$ cat src/rtl/ika9958_vram_arb.sv
// ika9958_vram_arb: VRAM slot arbiter.
// Each slot strobe from the timing generator opens one VRAM access. Display slots (with the
// display enabled) belong to the display fetcher. All other slots are shared between the CPU
// port and the command engine, and the priority between them alternates. One access runs at a
// time through IDLE -> ISSUE -> WAIT -> DONE, and the winner gets read data plus an ack/valid.
//
// Ports:
//   i_XTAL1, i_RST                       clock, synchronous active-high reset
//   i_SLOT_STB, i_SLOT_DISP, i_DISP_EN   slot timing and display enable
//   i_DISP_ADDR, o_DISP_DATA, o_DISP_VLD display fetch channel
//   i_CPU_* / o_CPU_*                    CPU request/completion channel
//   i_CMD_* / o_CMD_*                    command engine request/completion channel
//   o_VA, o_VD_OUT, o_VRD, o_VWR, i_VD_IN VRAM pin interface
//   o_OVERRUN                            sticky flag: a slot arrived while busy
module ika9958_vram_arb #(
  parameter int unsigned AW  = 17,
  parameter int unsigned DW  = 8,
  parameter int unsigned LAT = 2
) (
  input  logic          i_XTAL1,
  input  logic          i_RST,
  input  logic          i_SLOT_STB,
  input  logic          i_SLOT_DISP,
  input  logic          i_DISP_EN,
  input  logic [AW-1:0] i_DISP_ADDR,
  output logic [DW-1:0] o_DISP_DATA,
  output logic          o_DISP_VLD,
  input  logic          i_CPU_REQ,
  input  logic          i_CPU_WR,
  input  logic [AW-1:0] i_CPU_ADDR,
  input  logic [DW-1:0] i_CPU_WDATA,
  output logic          o_CPU_ACK,
  output logic [DW-1:0] o_CPU_RDATA,
  input  logic          i_CMD_REQ,
  input  logic          i_CMD_WR,
  input  logic [AW-1:0] i_CMD_ADDR,
  input  logic [DW-1:0] i_CMD_WDATA,
  output logic          o_CMD_ACK,
  output logic [DW-1:0] o_CMD_RDATA,
  output logic [AW-1:0] o_VA,
  output logic [DW-1:0] o_VD_OUT,
  output logic          o_VRD,
  output logic          o_VWR,
  input  logic [DW-1:0] i_VD_IN,
  output logic          o_OVERRUN
);

  typedef enum logic [1:0] {StIdle, StIssue, StWait, StDone} state_e;
  typedef enum logic [1:0] {OwnNone, OwnDisp, OwnCpu, OwnCmd} owner_e;

  // WAIT-cycle counter start value: WAIT lasts LAT-1 clocks, counted down to zero.
  localparam logic [2:0] WaitInit = (LAT > 1) ? 3'(LAT - 2) : 3'd0;

  state_e     state;
  owner_e     owner;
  owner_e     win;
  logic       prio_cmd;   // 1: command engine wins a contended free slot
  logic [2:0] wait_cnt;
  logic       last_phase; // final strobe cycle; next clock is DONE

  // Owner decision for a strobe seen in IDLE.
  always_comb begin
    win = OwnNone;
    if (i_SLOT_DISP && i_DISP_EN) begin
      win = OwnDisp;
    end else if (i_CPU_REQ && i_CMD_REQ) begin
      win = prio_cmd ? OwnCmd : OwnCpu;
    end else if (i_CPU_REQ) begin
      win = OwnCpu;
    end else if (i_CMD_REQ) begin
      win = OwnCmd;
    end
  end

  always_comb begin
    last_phase = ((state == StIssue) && (LAT == 1)) || ((state == StWait) && (wait_cnt == 3'd0));
  end

  always_ff @(posedge i_XTAL1) begin
    if (i_RST) begin
      state       <= StIdle;
      owner       <= OwnNone;
      prio_cmd    <= 1'b0;
      wait_cnt    <= 3'd0;
      o_VA        <= '0;
      o_VD_OUT    <= '0;
      o_VRD       <= 1'b0;
      o_VWR       <= 1'b0;
      o_DISP_DATA <= '0;
      o_DISP_VLD  <= 1'b0;
      o_CPU_ACK   <= 1'b0;
      o_CPU_RDATA <= '0;
      o_CMD_ACK   <= 1'b0;
      o_CMD_RDATA <= '0;
      o_OVERRUN   <= 1'b0;
    end else begin
      o_DISP_VLD <= 1'b0;
      o_CPU_ACK  <= 1'b0;
      o_CMD_ACK  <= 1'b0;

      if (i_SLOT_STB && (state != StIdle)) begin
        o_OVERRUN <= 1'b1;
      end

      unique case (state)
        StIdle: begin
          if (i_SLOT_STB && (win != OwnNone)) begin
            owner <= win;
            state <= StIssue;
            case (win)
              OwnDisp: begin
                o_VA  <= i_DISP_ADDR;
                o_VRD <= 1'b1;
              end
              OwnCpu: begin
                o_VA     <= i_CPU_ADDR;
                o_VRD    <= ~i_CPU_WR;
                o_VWR    <= i_CPU_WR;
                prio_cmd <= 1'b1;
                if (i_CPU_WR) o_VD_OUT <= i_CPU_WDATA;
              end
              OwnCmd: begin
                o_VA     <= i_CMD_ADDR;
                o_VRD    <= ~i_CMD_WR;
                o_VWR    <= i_CMD_WR;
                prio_cmd <= 1'b0;
                if (i_CMD_WR) o_VD_OUT <= i_CMD_WDATA;
              end
              default: ;
            endcase
          end
        end
        StIssue: begin
          state    <= last_phase ? StDone : StWait;
          wait_cnt <= WaitInit;
        end
        StWait: begin
          if (last_phase) begin
            state <= StDone;
          end else begin
            wait_cnt <= wait_cnt - 3'd1;
          end
        end
        StDone: begin
          state <= StIdle;
          owner <= OwnNone;
        end
      endcase

      // Entering DONE: drop strobes, capture read data, and signal completion to the owner.
      if (last_phase) begin
        o_VRD <= 1'b0;
        o_VWR <= 1'b0;
        case (owner)
          OwnDisp: begin
            o_DISP_DATA <= i_VD_IN;
            o_DISP_VLD  <= 1'b1;
          end
          OwnCpu: begin
            if (o_VRD) o_CPU_RDATA <= i_VD_IN;
            o_CPU_ACK <= 1'b1;
          end
          OwnCmd: begin
            if (o_VRD) o_CMD_RDATA <= i_VD_IN;
            o_CMD_ACK <= 1'b1;
          end
          default: ;
        endcase
      end
    end
  end

endmodule

$ cat config.mk
export PLATFORM = sky130hd
export DESIGN_NAME = ika9958_vram_arb
export DESIGN_NICKNAME = d
export VERILOG_FILES = /design/src/rtl/ika9958_vram_arb.sv
export SDC_FILE = /design/constraint.sdc
export NUM_CORES = 1
export LEC_CHECK = 0
export BUFFER_PORTS_ARGS = -buffer_cell sky130_fd_sc_hd__buf_2
export CAP_MARGIN = 20
export CELL_PAD_IN_SITES_DETAIL_PLACEMENT = 1
export CELL_PAD_IN_SITES_GLOBAL_PLACEMENT = 2
export CORE_ASPECT_RATIO = 0.75
export CORE_MARGIN = 3
export CORE_UTILIZATION = 27
export CTS_CLUSTER_DIAMETER = 50
export CTS_CLUSTER_SIZE = 12
export DETAILED_ROUTE_END_ITERATION = 8
export PLACE_DENSITY = 0.95
export SYNTH_ARGS = -nofsm -noshare
export SYNTH_HDL_FRONTEND = slang
export SYNTH_SLANG_ARGS = --single-unit
$ cat constraint.sdc
create_clock -name i_XTAL1 -period 2.5 [get_ports i_XTAL1]
set_input_delay 0.25 -clock i_XTAL1 [delete_from_list [all_inputs] [get_ports i_XTAL1]]
set_output_delay 0.25 -clock i_XTAL1 [all_outputs]
set_load 0.01 [all_outputs]
==> parameters.txt <==
Parameter                              Value

Detailed routing
  DRC violations left ... 0
  Count of vias placed by the detailed router ... ~2800
  Antenna-violating nets left ... 0
  Vias per inst ... roughly 4.9
  Average routed wire per standard cell ... about 16 um
  Total wire length ... roughly 9000 um
  Number of DRC violations after detailed-routing iteration 0 ... 89
  Number of iterations in the first detailed-routing pass ... 5

CTS
  CTS sink cnt ... between 60 and 70
  Number of buffers created by CTS ... 9
  CTS tree ... built
  Clock latency reported for the late side of the worst-skew pair ... 0.32 ns
  Post_cts resized ... 0
  CTS max path bufs ... 2
  H-tree levels ... 3
  Clock tree root buffer cell ... sky130_fd_sc_hd__clkbuf_16
  Post-CTS setup buffer count ... 0
  Hold buffer count at CTS ... 0
  Clock-pin slew on the worst setup and hold paths ... 0.05 ns

Layout
  Fraction of layout instances using a drive strength above 1 ... between 30% and 40%
  Area taken by multi-input logic gates ... roughly 0.0013 mm2
  Fill cell count ... 1182
  Syn-to-layout area delta ... 38.09%
  Total area of sequential cells ... between 0.001 and 0.0015 mm2
  Layout Nets ... roughly 520
  Post-Layout Inst Area ... between 0.003 and 0.004 mm2
  Number of antenna diodes ... 0

Power and ir drop
  VDD IR-drop max ... about 0.38 mV
  Share of total power in the clock network ... ~37%
  Switching power summed over all nets ... approximately 1.0 mW
  Power density of the placed cells ... 890.5 mW/mm2
  Leakage power figure ... around 1.8 nW
  Fraction of power spent switching nets ... a little under a third
  Logic pwr share ... between 20% and 30%
  Internal ... 2.359 mW
  Sequential Power Share ... a little under two fifths

Synth
  Average cell area after synthesis ... around 9.2 um2
  Post-synthesis cell count ... 299
  Register bit count reported by yosys ... 63
  Seq/Total Area, Yosys ... between 40 and 50%
  Synthesized netlist net count ... about 390
  Synthesized cell area ... 0.002763 mm2
  Total of warnings raised by yosys ... 0
  Number of unique standard cell types used by synthesis ... 35

Floorplan
  Die outline width ... around 120 um
  Number of rows in the core area ... 31
  Core box area ... slightly below 0.01 mm2
  Top-level I/O count ... about 140
  Initial Util ... roughly 28%
  Total Die Area ... 0.01149 mm2
  Height of the chip ... 93.60 um

Placed design
  RePlAce Congestion ... 0.7654
  DP Area ... 0.003505 mm2
  Port Buffers ... about 140
  HPWL after detailed placement ... between 6000 and 7000 um

Worst hold path
  Worst min-delay path endpoint ... o_VD_OUT[3]$_SDFFE_PP0P_
  Hold Crit Depth ... 3
  Worst min-delay path startpoint ... i_CMD_WDATA[3]
  Class of the tightest hold or removal check ... input port to register

Timing
  Pins Over Slew Limit ... 0
  Setup TNS Final ... 0 ns
  Maximum achievable frequency ... ~0.55 GHz
  Clock period minus final worst setup slack ... between 1.5 and 2 ns
  Finish-stage setup viols ... 0
  Unrepaired setup endpoints after global routing ... false
  Final Skew ... 0.006965 ns
  Tightest slew margin relative to the limit ... between 50 and 60%
  Hold Fails Final Rpt ... 0
  Slew at the pin closest to its max-slew limit ... between 0.6 and 0.7 ns
  Ratio of final minimum period to clock period ... about three quarters

Worst setup path
  Worst flop-to-flop path startpoint ... state[0]$_SDFFE_PP0P_
  Startpoint types ... register
  Length in cells of the worst reg-to-reg path ... 5
  Internal reg-to-reg setup slack ... roughly 0.67 ns
  Critical Path Source ... state[0]$_SDFFE_PP0P_
  Critical path arrival ... slightly above 2 ns
  Nature of the critical path endpoint ... register
  Critical path class ... register to register
  Highest fanout seen on the critical path ... 37
  Data required time at the worst endpoint ... between 2 and 3 ns
  Destination of the worst register-to-register timing path ... o_VA[4]$_SDFFE_PP0P_

Global routing
  Via count of the first global-routing pass ... around 2900
  Antenna violations before repair ... 0
  First-pass GRT wire length ... between 10000 and 15000 um
  Total GRT Usage ... about 16%
  Pin count of the biggest net entering global routing ... 38
  Overflow left after global routing ... 0

Flow run
  Number of max-capacitance violations reported ... 0

Run status
  Result of the run ... complete, no violations
-- Yosys cell counts (all sizes together) --
cell	n	area share, %
dfxtp	63	46
a21oi	13	2.4
a311oi	9	2.9
clkbuf	7	0.95
or2	1	0.23
and2	2	0.45
a211oi	19	5.2
mux2i	17	6.2
nor3	4	1.1
nand4b	1	0.54
nand2	38	5.2
nor4	1	0.45
nand4	1	0.45
o2bb2ai	2	0.63
o311a	1	0.41
a21boi	1	0.27
nor2	48	6.5
ha	6	2.7
inv	6	0.82
and3	3	1.1
nand3	3	0.54
o21a	1	0.27
a21o	1	0.27
o21ai	3	0.54
buf	16	4.5
nand2b	6	1.6
a222oi	17	6.2
a31oi	8	1.8
o31ai	1	0.27
-- metal layers --
metal | wire, um | vias up | GRT usage (%)
met5 | 0 | - | 0
met1 | 3672 | 1321 | 17.47
met4 | 92 | 0 | 5.126
met2 | 4612 | 87 | 28.19
li1 | - | 1350 | -
met3 | 654 | 9 | 4.172
-- placed cells by master, fill, tap and decap left out, types with 2 or more instances in the layout --
master                      count
sky130_fd_sc_hd__a211oi_1      19
sky130_fd_sc_hd__a21oi_1       13
sky130_fd_sc_hd__a222oi_1      17
sky130_fd_sc_hd__a311oi_1       9
sky130_fd_sc_hd__a31oi_1        8
sky130_fd_sc_hd__and2_1         2
sky130_fd_sc_hd__and3_4         2
sky130_fd_sc_hd__buf_2        138
sky130_fd_sc_hd__buf_4          4
sky130_fd_sc_hd__clkbuf_16      9
sky130_fd_sc_hd__clkbuf_8       3
sky130_fd_sc_hd__clkinv_2       2
sky130_fd_sc_hd__dfxtp_1       63
sky130_fd_sc_hd__ha_1           6
sky130_fd_sc_hd__inv_1          6
sky130_fd_sc_hd__mux2i_1       17
sky130_fd_sc_hd__nand2_1       38
sky130_fd_sc_hd__nand2b_1       5
sky130_fd_sc_hd__nand3_1        3
sky130_fd_sc_hd__nor2_1        48
sky130_fd_sc_hd__nor3_1         3
sky130_fd_sc_hd__o21ai_0        3
-- state kept, by name, summed over array words and instances, names as in the netlist --
signal	count
o_CMD_ACK	1
o_CMD_RDATA	8
o_CPU_ACK	1
o_CPU_RDATA	8
o_DISP_DATA	8
o_DISP_VLD	1
o_OVERRUN	1
o_VA	17
o_VD_OUT	8
o_VRD	1
o_VWR	1
owner	2
prio_cmd	1
state	2
wait_cnt	3
-- stage by stage --
step                worst slack [ns]  hold slack [ns]  utilization (%)  std cells  total power, mW
floorplan                     0.9349           0.3860                -        299            1.854
detailed placement            0.6697           0.4506            35.71        550            2.153
global route                  0.4633           0.2006            38.88        566            3.603
global placement              0.7597           0.4412            35.71        550            2.121
finish                        0.6683           0.1985            38.88        566            3.397
CTS                           0.6368           0.1836            38.88        566            3.443
-- critical path: stages (launching register included) --
cell	delay, ns
sky130_fd_sc_hd__dfxtp_1	0.34
sky130_fd_sc_hd__inv_1	0.09
sky130_fd_sc_hd__ha_1	0.29
sky130_fd_sc_hd__o311a_2	0.66
sky130_fd_sc_hd__nor2_1	0.08
sky130_fd_sc_hd__a211oi_1	0.25
-- cells by family after synthesis --
group / after synthesis / synth area share (%)
AOI/OAI and AO/OA: 76 / 21.01
muxes: 17 / 6.159
buffers and inverters: 29 / 6.250
DFF: 63 / 45.65
and+or+nand+nor: 108 / 18.21
adders and majority gates: 6 / 2.717
-- worst max path at each step --
stage                                              to  slack (ns)  depth (start not counted)
after floorplan           o_CPU_RDATA[7]$_SDFFE_PP0P_        0.93                          7
after global placement          o_VA[16]$_SDFFE_PP0P_        0.76                          5
after detailed placement         o_VA[0]$_SDFFE_PP0P_        0.67                          5
after CTS                        o_VA[0]$_SDFFE_PP0P_        0.64                          5
after global routing            o_VA[14]$_SDFFE_PP0P_        0.46                          5
final                            o_VA[4]$_SDFFE_PP0P_        0.67                          5
-- power groups by stage --
stage               Clock [mW]  Combinational (mW)  Sequential, mW
CTS                       1.30               0.890            1.25
finish                    1.27               0.879            1.25
floorplan                    0               0.541            1.31
global placement             0               0.862            1.26
detailed placement           0               0.884            1.27
global route              1.34               0.989            1.27
-- final cells by class --
type                       instances  share of cell area [%]
tap                              132                   4.329
clock buffer                      13                   7.084
sequential                        63                   33.06
multi-input combinational        207                   35.00
inverter                           6                  0.5904
timing repair buffer             142                   18.89
clock inverter                     3                   1.050
No activity file was read; power rests on OpenSTA's default activity.
